File: src/rtl/hcsr04_pkg.sv
// Shared types and range limits for the HC-SR04 distance filter.
package hcsr04_pkg;

    typedef enum logic [1:0] {
        EMPTY = 2'd0,
        FILL  = 2'd1,
        FULL  = 2'd2
    } state_t;

    localparam int MAX_RANGE_CM = 400;
    localparam int MIN_RANGE_CM = 1;

    function automatic logic in_range(input logic [8:0] d);
        return (int'(d) >= MIN_RANGE_CM) && (int'(d) <= MAX_RANGE_CM);
    endfunction

endpackage

File: src/rtl/hcsr04_dist_filter_if.sv
// Sample/result bundle between the ranging front end and the distance filter.
interface hcsr04_dist_filter_if #(
    parameter int DEPTH = 4
);
    logic                     enable;
    logic [8:0]               dist_in;
    logic                     dist_valid;
    logic [8:0]               threshold;
    logic [8:0]               avg_out;
    logic                     avg_valid;
    logic                     near_alarm;
    logic                     stale;
    logic [$clog2(DEPTH):0]   fill_level;

    modport master (
        output enable, dist_in, dist_valid, threshold,
        input  avg_out, avg_valid, near_alarm, stale, fill_level
    );

    modport slave (
        input  enable, dist_in, dist_valid, threshold,
        output avg_out, avg_valid, near_alarm, stale, fill_level
    );
endinterface

File: src/rtl/hcsr04_win_sum.sv
// Circular sample window with running sum; exposes the post-write sum so the
// caller can register the mean in the same edge that stores the sample.
module hcsr04_win_sum #(
    parameter  int DEPTH = 4,
    localparam int PW    = $clog2(DEPTH),
    localparam int SW    = 9 + PW
) (
    input  logic          clk,
    input  logic          rst,
    input  logic          clr,
    input  logic          wr_en,
    input  logic          full,
    input  logic [8:0]    din,
    output logic [SW-1:0] sum_nxt_o
);

    logic [8:0]    buf_q [DEPTH];
    logic [PW-1:0] ptr_q, ptr_d;
    logic [SW-1:0] sum_q, sum_d;
    logic [8:0]    evicted;

    // When full the write pointer sits on the oldest entry, which is the one evicted.
    assign evicted = full ? buf_q[ptr_q] : 9'd0;

    always_comb begin
        ptr_d = ptr_q;
        sum_d = sum_q;
        if (clr) begin
            ptr_d = '0;
            sum_d = '0;
        end else if (wr_en) begin
            ptr_d = ptr_q + PW'(1);
            sum_d = sum_q + SW'(din) - SW'(evicted);
        end
    end

    assign sum_nxt_o = sum_d;

    always_ff @(posedge clk) begin
        if (rst || clr) begin
            ptr_q <= '0;
            sum_q <= '0;
            for (int i = 0; i < DEPTH; i++) buf_q[i] <= '0;
        end else begin
            ptr_q <= ptr_d;
            sum_q <= sum_d;
            if (wr_en) buf_q[ptr_q] <= din;
        end
    end

endmodule

File: src/rtl/hcsr04_dist_filter.sv
// Windowed-mean distance filter with near alarm and sample timeout.
// Optional outlier rejection (0 cm or beyond range) via HCSR04_FILT_OUTLIER_EN.
module hcsr04_dist_filter
    import hcsr04_pkg::*;
#(
    parameter int DEPTH       = 4,
    parameter int HYST_CM     = 5,
    parameter int TIMEOUT_CYC = 10_000_000
) (
    input  logic PCLK,
    input  logic PRESET,
    hcsr04_dist_filter_if.slave bus
);

    localparam int L  = $clog2(DEPTH);
    localparam int FW = L + 1;
    localparam int SW = 9 + L;
    localparam int TW = $clog2(TIMEOUT_CYC + 1);

    state_t        state_q, state_d;
    logic [FW-1:0] fill_q, fill_d;
    logic [8:0]    avg_q, avg_d;
    logic          avg_valid_q, avg_valid_d;
    logic          near_q, near_d;
    logic [TW-1:0] tmo_q, tmo_d;

    logic          sample_ok;
    logic          accept;
    logic          update;
    logic [SW-1:0] sum_nxt;
    logic [8:0]    avg_nxt;
    logic [9:0]    release_lvl;

`ifdef HCSR04_FILT_OUTLIER_EN
    assign sample_ok = in_range(bus.dist_in);
`else
    assign sample_ok = 1'b1;
`endif

    assign accept      = bus.dist_valid && bus.enable && sample_ok;
    assign update      = accept && ((state_q == FULL) ||
                                    ((state_q == FILL) && (fill_q == FW'(DEPTH - 1))));
    assign avg_nxt     = 9'(sum_nxt >> L);
    assign release_lvl = {1'b0, bus.threshold} + 10'(HYST_CM);

    hcsr04_win_sum #(.DEPTH(DEPTH)) u_win (
        .clk       (PCLK),
        .rst       (PRESET),
        .clr       (!bus.enable),
        .wr_en     (accept),
        .full      (state_q == FULL),
        .din       (bus.dist_in),
        .sum_nxt_o (sum_nxt)
    );

    always_comb begin
        state_d     = state_q;
        fill_d      = fill_q;
        avg_d       = avg_q;
        avg_valid_d = 1'b0;
        near_d      = near_q;
        tmo_d       = tmo_q;
        if (!bus.enable) begin
            state_d = EMPTY;
            fill_d  = '0;
            near_d  = 1'b0;
            tmo_d   = '0;
        end else begin
            if (accept) begin
                unique case (state_q)
                    EMPTY: begin
                        state_d = FILL;
                        fill_d  = FW'(1);
                    end
                    FILL: begin
                        fill_d = fill_q + FW'(1);
                        if (fill_q == FW'(DEPTH - 1)) state_d = FULL;
                    end
                    FULL:    state_d = FULL;
                    default: state_d = EMPTY;
                endcase
            end
            if (update) begin
                avg_d       = avg_nxt;
                avg_valid_d = 1'b1;
                if (avg_nxt < bus.threshold)             near_d = 1'b1;
                else if ({1'b0, avg_nxt} >= release_lvl) near_d = 1'b0;
            end
            if (accept)                        tmo_d = '0;
            else if (tmo_q != TW'(TIMEOUT_CYC)) tmo_d = tmo_q + TW'(1);
        end
    end

    always_ff @(posedge PCLK) begin
        if (PRESET) begin
            state_q     <= EMPTY;
            fill_q      <= '0;
            avg_q       <= '0;
            avg_valid_q <= 1'b0;
            near_q      <= 1'b0;
            tmo_q       <= '0;
        end else begin
            state_q     <= state_d;
            fill_q      <= fill_d;
            avg_q       <= avg_d;
            avg_valid_q <= avg_valid_d;
            near_q      <= near_d;
            tmo_q       <= tmo_d;
        end
    end

    assign bus.avg_out    = avg_q;
    assign bus.avg_valid  = avg_valid_q;
    assign bus.near_alarm = near_q;
    assign bus.stale      = (tmo_q == TW'(TIMEOUT_CYC));
    assign bus.fill_level = fill_q;

endmodule

File: src/flat_wrapper.sv
// flat-port wrapper written by rule: the top's interface ports become plain ports
module hcsr04_dist_filter_flat import hcsr04_pkg::*;
#(
    parameter int DEPTH       = 4,
    parameter int HYST_CM     = 5,
    parameter int TIMEOUT_CYC = 10_000_000
)
  (PCLK, PRESET, bus_enable, bus_dist_in, bus_dist_valid, bus_threshold, bus_avg_out, bus_avg_valid, bus_near_alarm, bus_stale, bus_fill_level);
  hcsr04_dist_filter_if #(.DEPTH(DEPTH)) bus_i ();
  input  logic PCLK;
  input  logic PRESET;
  input wire logic [$bits(bus_i.enable)-1:0] bus_enable;
  input wire logic [$bits(bus_i.dist_in)-1:0] bus_dist_in;
  input wire logic [$bits(bus_i.dist_valid)-1:0] bus_dist_valid;
  input wire logic [$bits(bus_i.threshold)-1:0] bus_threshold;
  output wire logic [$bits(bus_i.avg_out)-1:0] bus_avg_out;
  output wire logic [$bits(bus_i.avg_valid)-1:0] bus_avg_valid;
  output wire logic [$bits(bus_i.near_alarm)-1:0] bus_near_alarm;
  output wire logic [$bits(bus_i.stale)-1:0] bus_stale;
  output wire logic [$bits(bus_i.fill_level)-1:0] bus_fill_level;
  assign bus_i.enable = bus_enable;
  assign bus_i.dist_in = bus_dist_in;
  assign bus_i.dist_valid = bus_dist_valid;
  assign bus_i.threshold = bus_threshold;
  assign bus_avg_out = bus_i.avg_out;
  assign bus_avg_valid = bus_i.avg_valid;
  assign bus_near_alarm = bus_i.near_alarm;
  assign bus_stale = bus_i.stale;
  assign bus_fill_level = bus_i.fill_level;
  hcsr04_dist_filter #(.DEPTH(DEPTH), .HYST_CM(HYST_CM), .TIMEOUT_CYC(TIMEOUT_CYC)) u_core (.PCLK(PCLK), .PRESET(PRESET), .bus(bus_i));
endmodule
File: config.mk
export PLATFORM = sky130hd
export DESIGN_NAME = hcsr04_dist_filter_flat
export DESIGN_NICKNAME = d
export VERILOG_FILES = /design/src/rtl/hcsr04_pkg.sv /design/src/rtl/hcsr04_dist_filter_if.sv /design/src/rtl/hcsr04_win_sum.sv /design/src/rtl/hcsr04_dist_filter.sv /design/src/flat_wrapper.sv
export SDC_FILE = /design/constraint.sdc
export NUM_CORES = 1
export LEC_CHECK = 0
export BUFFER_PORTS_ARGS = -buffer_cell sky130_fd_sc_hd__buf_2
export CAP_MARGIN = 20
export CORE_UTILIZATION = 30
export DETAILED_ROUTE_END_ITERATION = 8
export REMOVE_ABC_BUFFERS = 1
export SLEW_MARGIN = 20
export SYNTH_ARGS = -nofsm -noshare
export SYNTH_HDL_FRONTEND = slang
export SYNTH_SLANG_ARGS = --single-unit
File: constraint.sdc
create_clock -name PCLK -period 4.1 [get_ports PCLK]
set_input_delay 0.41 -clock PCLK [delete_from_list [all_inputs] [get_ports PCLK]]
set_output_delay 0.41 -clock PCLK [all_outputs]
set_load 0.005 [all_outputs]
Word level (Yosys, flattened, before mapping)
Memories as Yosys holds them, arrays and structs flattened. A register that Yosys moved wholly into a read port is not among the register bits.
Index checks and enable logic that the tools add are counted.
- add/subtract/negate cells: 6
- mux-type cells: 19
- eq/ne operators: 6
- bitwise logic cells: 1
- reduce and logical (&&, ||, !) cells: 17
- magnitude comparators: 2
- operators with widths (operator ; count):
    adder 24 x 1 -> 24 bit (second input constant) ; 1
    equality test 24 bit (second input constant) ; 1
    inequality test 24 bit (second input constant) ; 1
    two-way mux 11 bit ; 2
    two-way mux 9 bit ; 2
    adder 11 x 9 -> 11 bit ; 1
    subtractor 11 x 9 -> 11 bit ; 1
    adder 9 x 3 -> 10 bit (second input constant) ; 1
    >= comparator 9 x 10 -> 1 bit ; 1
    < comparator 9 bit ; 1
    two-way mux 1 bit ; 9
    OR reduction 9 bit ; 1
    two-way mux 2 bit ; 4
    AND reduction 2 bit ; 4
    one-hot mux 2 bit (3 select lines) ; 1
    one-hot mux 3 bit (2 select lines) ; 1
    nonzero test 2 bit ; 2
    OR reduction 2 bit ; 2
    adder 3 x 1 -> 3 bit (second input constant) ; 1
    equality test 3 x 2 -> 1 bit (second input constant) ; 1
    logical AND 1 bit ; 3
    OR reduction 3 bit ; 1
    adder 2 x 1 -> 2 bit (second input constant) ; 1
    equality test 2 x 1 -> 1 bit (second input constant) ; 1
    6 further kinds ; 7
- logic and storage cells: 61
- memories kept: 1
- bits in writable memories: 36
- flip-flop bits (word level): 53
- bits of input ports: 22
- memories (name ; words ; bits a word ; rd ports ; clocked after memory_dff ; wr ports ; RTL line ; RTL):
    u_core.u_win.buf_q ; 4 ; 9 ; 1 ; 1 ; 4 ; hcsr04_win_sum.sv:17 ; logic [8:0] buf_q [DEPTH];

Longest topological paths before layout
Gate-level depths: netlist of run 1.
- word-level depth: 8
- depth in mapped cells: 20

Modules after synthesis
From an unflattened synthesis of run 1, not the netlist that was laid out.
- cells, all modules: 551
- area total of the unflattened synthesis: 5347.6 µm²
- by module, submodules not included (module ; times used ; area each (µm²) ; cells an instance):
    hcsr04_win_sum ; 1 ; 3030.4 ; 284
    hcsr04_dist_filter ; 1 ; 2317.2 ; 267

Worst setup path before layout of run 1
No wires, ideal clock.
- path kind: flip-flop to flip-flop
- start: register (tool-made name)
- end: register u_core.near_q (netlist: u_core.bus.near_alarm)
- setup time: 75 ps
- path slack: -140 ps
- path buffers: 2
- arrival time: 4165 ps
- data required time: 4025 ps
- cell stages (with the launch flop): 21
- cell sequence: dfxtp_1 buf_2 mux4_2 and2_1 fa_1 inv_1 ha_1 buf_6 a21o_1 a221o_1 mux2i_1 nor3_1 xnor2_1 nor2_1 ha_1 nor4_1 nand2_1 a31oi_1 o21ai_0 and3_1 o22ai_1
- RTL lines (item ; RTL line ; RTL):
    end signal, assigned ; hcsr04_dist_filter.sv:107 ; near_q <= near_d;
    end, declared ; hcsr04_dist_filter.sv:24 ; logic near_q, near_d;

==> results of run 1 <==
path summary, 6_finish.rpt:
kind	start	end	slack [ps]	depth (start not counted)
min reg2reg	u_core.bus.avg_out[1]	u_core.bus.avg_out[1]	450	2
min	bus_dist_in[6]	u_core.u_win.buf_q[3][6]	360	3
max reg2reg	flip-flop	u_core.bus.near_alarm	-8	19
max	flip-flop	u_core.bus.near_alarm	-8	19
cell families after synthesis:
kind of cell	Yosys count
xor gates and xnor gates	39
AOI/OAI and AO/OA	76
muxes	17
adders and majority gates	47
and+or+nand+nor	204
DFF	91
buffers and inverters	83
metal layers:
layer	vias up	part of all wire [%]	track usage (%)
li1	2073	-	-
met3	16	3.9	3.74
met1	1953	46	17.1
met5	-	0	0
met4	0	1.7	4.62
met2	59	49	25.2
synthesized netlist by cell type, types with 3 or more instances:
| cell | number |
|---|---|
| nor2b_1 | 3 |
| a31oi_1 | 3 |
| nand3_1 | 15 |
| ha_1 | 38 |
| edfxtp_1 | 36 |
| mux2i_1 | 8 |
| o21a_1 | 5 |
| fa_1 | 9 |
| xnor2_1 | 21 |
| and3_1 | 6 |
| buf_2 | 4 |
| and2_1 | 12 |
| a21o_1 | 6 |
| nor4_1 | 10 |
| nand2b_1 | 7 |
| mux4_2 | 9 |
| nand2_1 | 35 |
| nand4_1 | 8 |
| clkbuf_1 | 11 |
| o211ai_1 | 4 |
| nor4b_1 | 4 |
| inv_1 | 64 |
| nor2_1 | 81 |
| xor2_1 | 18 |
| a21oi_1 | 26 |
| o21ai_0 | 13 |
| a211oi_1 | 8 |
| nor3_1 | 11 |
| dfxtp_1 | 55 |
where the power goes:
group / total [mW] / internal (mW) / switching (mW)
clock: 0.842 / 0.457 / 0.384
sequential: 0.985 / 0.970 / 0.0152
combinational: 0.569 / 0.295 / 0.274
total: 2.40 / 1.72 / 0.674
registers in the layout, summed over array words and instances (netlist names), named ones only:
signal,flops
u_core.bus.fill_level,3
u_core.bus.near_alarm,1
u_core.u_win.buf_q,36
u_core.bus.avg_valid,1
u_core.u_win.sum_q,11
u_core.u_win.ptr_q,2
u_core.bus.avg_out,9
u_core.state_q,2
u_core.tmo_q,24
timing repair:
action	4_1_cts	5_1_grt
setup buffers	13	3
setup endpoints to repair	1	1
gates cloned	0	0
resized for setup	25	7
pin swaps	24	10
layout make-up:
| type | count | area share, % |
|---|---|---|
| Multi-Input combinational cell | 383 | 44.4 |
| Clock inverter | 6 | 0.750 |
| Tap cell | 225 | 4.33 |
| Sequential cell | 91 | 33.6 |
| Clock buffer | 10 | 3.85 |
| Antenna cell | 1 | 0.0385 |
| Inverter | 65 | 3.75 |
| Timing Repair Buffer | 89 | 9.27 |
critical path: stages (launching register included):
cell and delay, ps:
dfxtp_2 350, buf_4 130, mux4_2 490, and2_1 180
fa_1 470, inv_1 40, ha_1 320, buf_4 150
a221o_1 380, o211ai_1 290, nor3_2 80, xnor2_1 200
nor2_1 100, ha_2 210, nor4_2 140, nand2_1 80
a31oi_1 130, o21ai_1 70, and3_1 140, o22ai_1 90
==> flow_summary.toml, run 1 <==
[outcome]
status = "complete, but fails checks"
violations = "setup timing"

[sta]
min_period_over_period_pct = 100
min_period_ps = 4110
finalSetupViolations = 1
fin_setup_tns_ps = -8.27
hold_ws_ps = 361
finalWorstSetupSlack_ps = -8.27
relSlewSlack_pct = 31.5
fmax_mhz = 243
slew_violations = 0
skew_ps = 5.54
hold_violations = 0
rsz0062_at_grt = "true"
tightest_slew_ps = 1030

[yosys]
async_flop_share_pct = 0
synth_simple_gate_area_share_pct = 18.8
synthAdderAreaFrac_pct = 12.5
syn_area_mm2 = 0.00526
ys_seq_area_share_pct = 41.5
netlist_instances = 557
synth_mux_area_share_pct = 5.38
synth_top_family_by_area = "simple AND/OR/NAND/NOR gates"
yosys_warnings = 0
ys.flop_type = "dfxtp_1"
synth_area_leaders = "dfxtp_1, edfxtp_1, ha_1"
ys_ff_latch = 91
avgSynthCellArea_um2 = 9.44
synth_top_area_cell = "dfxtp_1"
synth_edf_count = 36
yosysTopAreaCellShare_pct = 20.9
synth-xor-area-share_pct = 6.50
synth_compound_area_share_pct = 9.04
synth_cell_types = 50

[floorplanning]
die_area_mm2 = 0.0181
die_x_um = 134
rows = 48
die_h_um = 134
io_pins = 37
initial_core_util_pct = 30.6
core_area_mm2 = 0.0172

[layout]
fillers = 1752
layout_commonest_cell = "nor2_1"
final_cell_mix = "nor2_1, inv_1, dfxtp_1"
multi_input_area_mm2 = 0.00289
num-nets-final = 708
post_route_cells_drive_above_1_share_pct = 22.8
utilization_pct = 37.9
seqCellArea_mm2 = 0.00218
stdcell_count = 870
final_area_mm2 = 0.00650
synthToLayoutAreaGrowth_pct = 23.7

[global_routing]
grt_pass1_vias = 4157
grt_start_max_net_pins = 29
overflow = 0
grt_pass1_wl_um = 20100
grt_usage_pct = 14.4
antenna_found_initial = 0

[placed_design]
portBuffers = 36
dp.cells = 837
place_area_mm2 = 0.00593
pre_cts_slack_ps = -252
hpwl_um = 8920
gp_congestion = 0.853

[worst_setup_path]
crit_path_end_kind = "flip-flop"
path_class = "reg2reg"
cp_data_arrival_time_ps = 4390
path_max_fanout = 3
required_ps = 4390
critPathLaunchType = "flip-flop"

[clock_network]
clk_pin_slew_ps = 70
clk_latency_ps = 360
cts_sinks = 91
cts_tree = "yes"
cts-root-buf = "clkbuf_16"
cts_buffers = 9
clock_path_buffers = 2
htreeDepth = 3
hold_buffers = 0

[worst_hold_path]
min_path_type = "in2reg"

[detailed_routing]
vias = 4101
wire_per_inst_um = 14.0
drt_iter0_drc = 265
routed_wl_um = 12200
firstDrtPassIters = 4
viasPerCell = 4.71
ant_nets = 0
drc = 0

[power]
power_density_mw_per_mm2 = 368
vdd_drop_max_mv = 0.248
power_mw = 2.40
p_leak_nw = 2.69

[job]
drv_cap = 0
(Power assumes the default switching activity.)
==> inputs of run 2 (changes only) <==
--- a/config.mk
+++ b/config.mk
@@ -6,4 +6,5 @@
 export NUM_CORES = 1
 export LEC_CHECK = 0
+export ABC_AREA = 1
 export BUFFER_PORTS_ARGS = -buffer_cell sky130_fd_sc_hd__buf_2
 export CAP_MARGIN = 20
==> constraint.sdc (replaced) <==
create_clock -name PCLK -period 4.1 [get_ports PCLK]
set_input_delay 0.205 -clock PCLK [delete_from_list [all_inputs] [get_ports PCLK]]
set_output_delay 0.205 -clock PCLK [all_outputs]
set_load 0.005 [all_outputs]
==> run 2 against run 1 <==
- the flow finishes with violations (DRC)
- area after synthesis increased by 5.9%
- register-to-register slack improved by 310 ps
- hold slack got worse by 210 ps
- critical endpoint unchanged
- wire length rose by 9.6%
- sequential share of layout area grew 0.44 points
- non-clock buffer count decreased by 39
- core utilization is 2.3 points lower
- critical path depth increased by 7
- synthesized cell count up 29%
- die area rose by 5.9%
==> flow_summary.toml, run 2 <==
[global_routing]
use_met1_pct = 18.4
grt_pass1_vias = 4494
grt_use_met3_pct = 3.57
grt_pass1_wl_um = 22000
gr-usage-met2_pct = 25.1
antenna_found_initial = 0
overflow = 0
grt_usage_pct = 14.6
grt_start_max_net_pins = 22
grt.busiest_layer = "met2"

[yosys]
yosysTopAreaCellShare_pct = 19.8
synth-xor-area-share_pct = 1.57
ys_seq_area_share_pct = 39.2
netlist_top_cells_count = "inv_1, nor2_1, nand2_1"
syn_area_mm2 = 0.00557
avgSynthCellArea_um2 = 7.74
synthAdderAreaFrac_pct = 11.8
synth_compound_area_share_pct = 11.8
synth_simple_gate_area_share_pct = 24.9
ys.flop_type = "dfxtp_1"
synth_top_family_by_area = "simple AND/OR/NAND/NOR gates"
ys_ff_latch = 91
synth_edf_count = 36
synth.most_common_cell = "inv_1"
synth_cell_types = 48
async_flop_share_pct = 0
yosys_warnings = 0
synth_area_leaders = "dfxtp_1, edfxtp_1, ha_1"
synth_mux_area_share_pct = 0
synth_top_area_cell = "dfxtp_1"
netlist_instances = 720

[detailed_routing]
routed_wl_um = 13400
firstDrtPassIters = 7
drc = 2
drt_iter0_drc = 264
ant_nets = 0
vias = 4570
wire_per_inst_um = 13.3
viasPerCell = 4.55

[worst_setup_path]
reg2regPathDepth = 26
critPathLaunchType = "flip-flop"
r2r_slack_ps = 300
path_class = "reg2reg"
r2r_start = "u_core.state_q[0]"
worstReg2RegEnd = "u_core.bus.near_alarm"
crit_path_end_kind = "flip-flop"
cp_data_arrival_time_ps = 4090
required_ps = 4390
path_max_fanout = 6

[sta]
min_period_ps = 3800
fin_setup_tns_ps = 0
fmax_mhz = 263
skew_ps = 10.5
min_period_over_period_pct = 92.7
hold_violations = 0
tightest_slew_ps = 992
finalWorstSetupSlack_ps = 298
relSlewSlack_pct = 33.4
slew_violations = 0
finalSetupViolations = 0

[layout]
final_area_mm2 = 0.00642
largest_reg_flops = 36
final_cell_mix = "inv_1, nor2_1, nand2_1"
layout_commonest_cell = "inv_1"
num_antenna_cells = 0
post_route_cells_drive_above_1_share_pct = 16.8
top_regs = "u_core.u_win.buf_q x36, u_core.tmo_q x24, u_core.u_win.sum_q x11"
fillers = 1883
stdcell_count = 1005
regMostFlops = "u_core.u_win.buf_q"
synthToLayoutAreaGrowth_pct = 15.3
num-nets-final = 840

[worst_hold_path]
min_to = "u_core.u_win.sum_q[10]"
worstHoldStart = "PRESET"
min_path_type = "in2reg"
hold_depth = 2

[clock_network]
htreeDepth = 3
cts_sinks = 91
cts-root-buf = "clkbuf_16"
clock_path_buffers = 2
cts_buffers = 9
cts_tree = "yes"
clk_pin_slew_ps = 70
clk_latency_ps = 350

[placed_design]
portBuffers = 36
place_area_mm2 = 0.00605
gp_congestion = 0.827
hpwl_um = 9980
dp.cells = 982
pre_cts_slack_ps = 89.2

[power]
power_density_mw_per_mm2 = 329
vdd_drop_max_mv = 0.213
power_mw = 2.11
p_leak_nw = 2.84

[floorplanning]
core_area_mm2 = 0.0181
die_x_um = 138
die_area_mm2 = 0.0191
initial_core_util_pct = 30.8
io_pins = 37
rows = 49
die_h_um = 138

[outcome]
violations = "DRC"
status = "complete, but fails checks"

[job]
drv_cap = 0
run 2: logic make-up after synthesis:
family	count (synthesis)
adders and majority gates	47
AOI/OAI and AO/OA	123
xor gates and xnor gates	10
DFF	91
buffers and inverters	156
and+or+nand+nor	293
run 2: worst max-delay path: stages, from the launching register on:
cell        delay (ps)
dfxtp_1            320
inv_2              100
ha_4               190
clkinvlp_4         170
a21oi_1            190
fa_1               430
inv_1               70
ha_2               300
a21oi_2            170
nand2_1            120
a21oi_1            180
nand2_1             70
nand3_1             90
and2_1             210
inv_1               90
ha_1               310
nand2_1             80
nand2_1             60
a21oi_1            120
nand2_1             70
nand2_1             50
nand2_1             40
nand2_1             50
nand2_1             50
nand2_1             50
nand2_1             40
a21oi_1            100
run 2: timing repair:
item	in CTS	in global routing
gates resized for setup	0	18
setup endpoints to repair	0	1
hold buffers	0	0
buffers inserted	0	6
run 2: through the flow:
stage	utilization, %	hold WS (ps)
2_1_floorplan	-	277
3_3_place_gp	33.5	460
3_5_place_dp	33.5	455
4_1_cts	35.0	139
5_1_grt	35.5	148
6_report	35.5	150
run 2: final cells by class:
class / instances / area (µm²) / area share [%]
timing repair inverter: 1 / 7.51 / 0.117
sequential: 91 / 2180 / 34.0
tap: 229 / 287 / 4.46
clock buffer: 9 / 225 / 3.51
timing repair buffer: 50 / 295 / 4.60
clock inverter: 7 / 50.0 / 0.779
multi-input combinational: 473 / 2820 / 43.9
inverter: 145 / 556 / 8.65
run 2: how the worst max path moves through the flow:
stage | from | end | slack, ps | cells past startpoint
6_report | u_core.state_q[0] | u_core.bus.near_alarm | 300 | 26
5_1_grt | u_core.state_q[0] | u_core.bus.near_alarm | -20 | 26
4_1_cts | u_core.state_q[0] | u_core.bus.near_alarm | 70 | 26
3_5_place_dp | u_core.state_q[0] | u_core.bus.near_alarm | 90 | 26
3_3_place_gp | u_core.state_q[0] | u_core.bus.near_alarm | 90 | 26
2_1_floorplan | flip-flop | u_core.bus.near_alarm | 330 | 27
run 2: power by group:
part	internal [mW]	switching, mW
Sequential	0.967	0.0116
Clock	0.413	0.376
Combinational	0.123	0.220
run 2: per-layer routing:
layer	part of all wire [%]	vias to the layer above
li1	-	2403
met1	47	2109
met2	48	50
met3	3.5	8
met4	0.84	0
met5	0	-
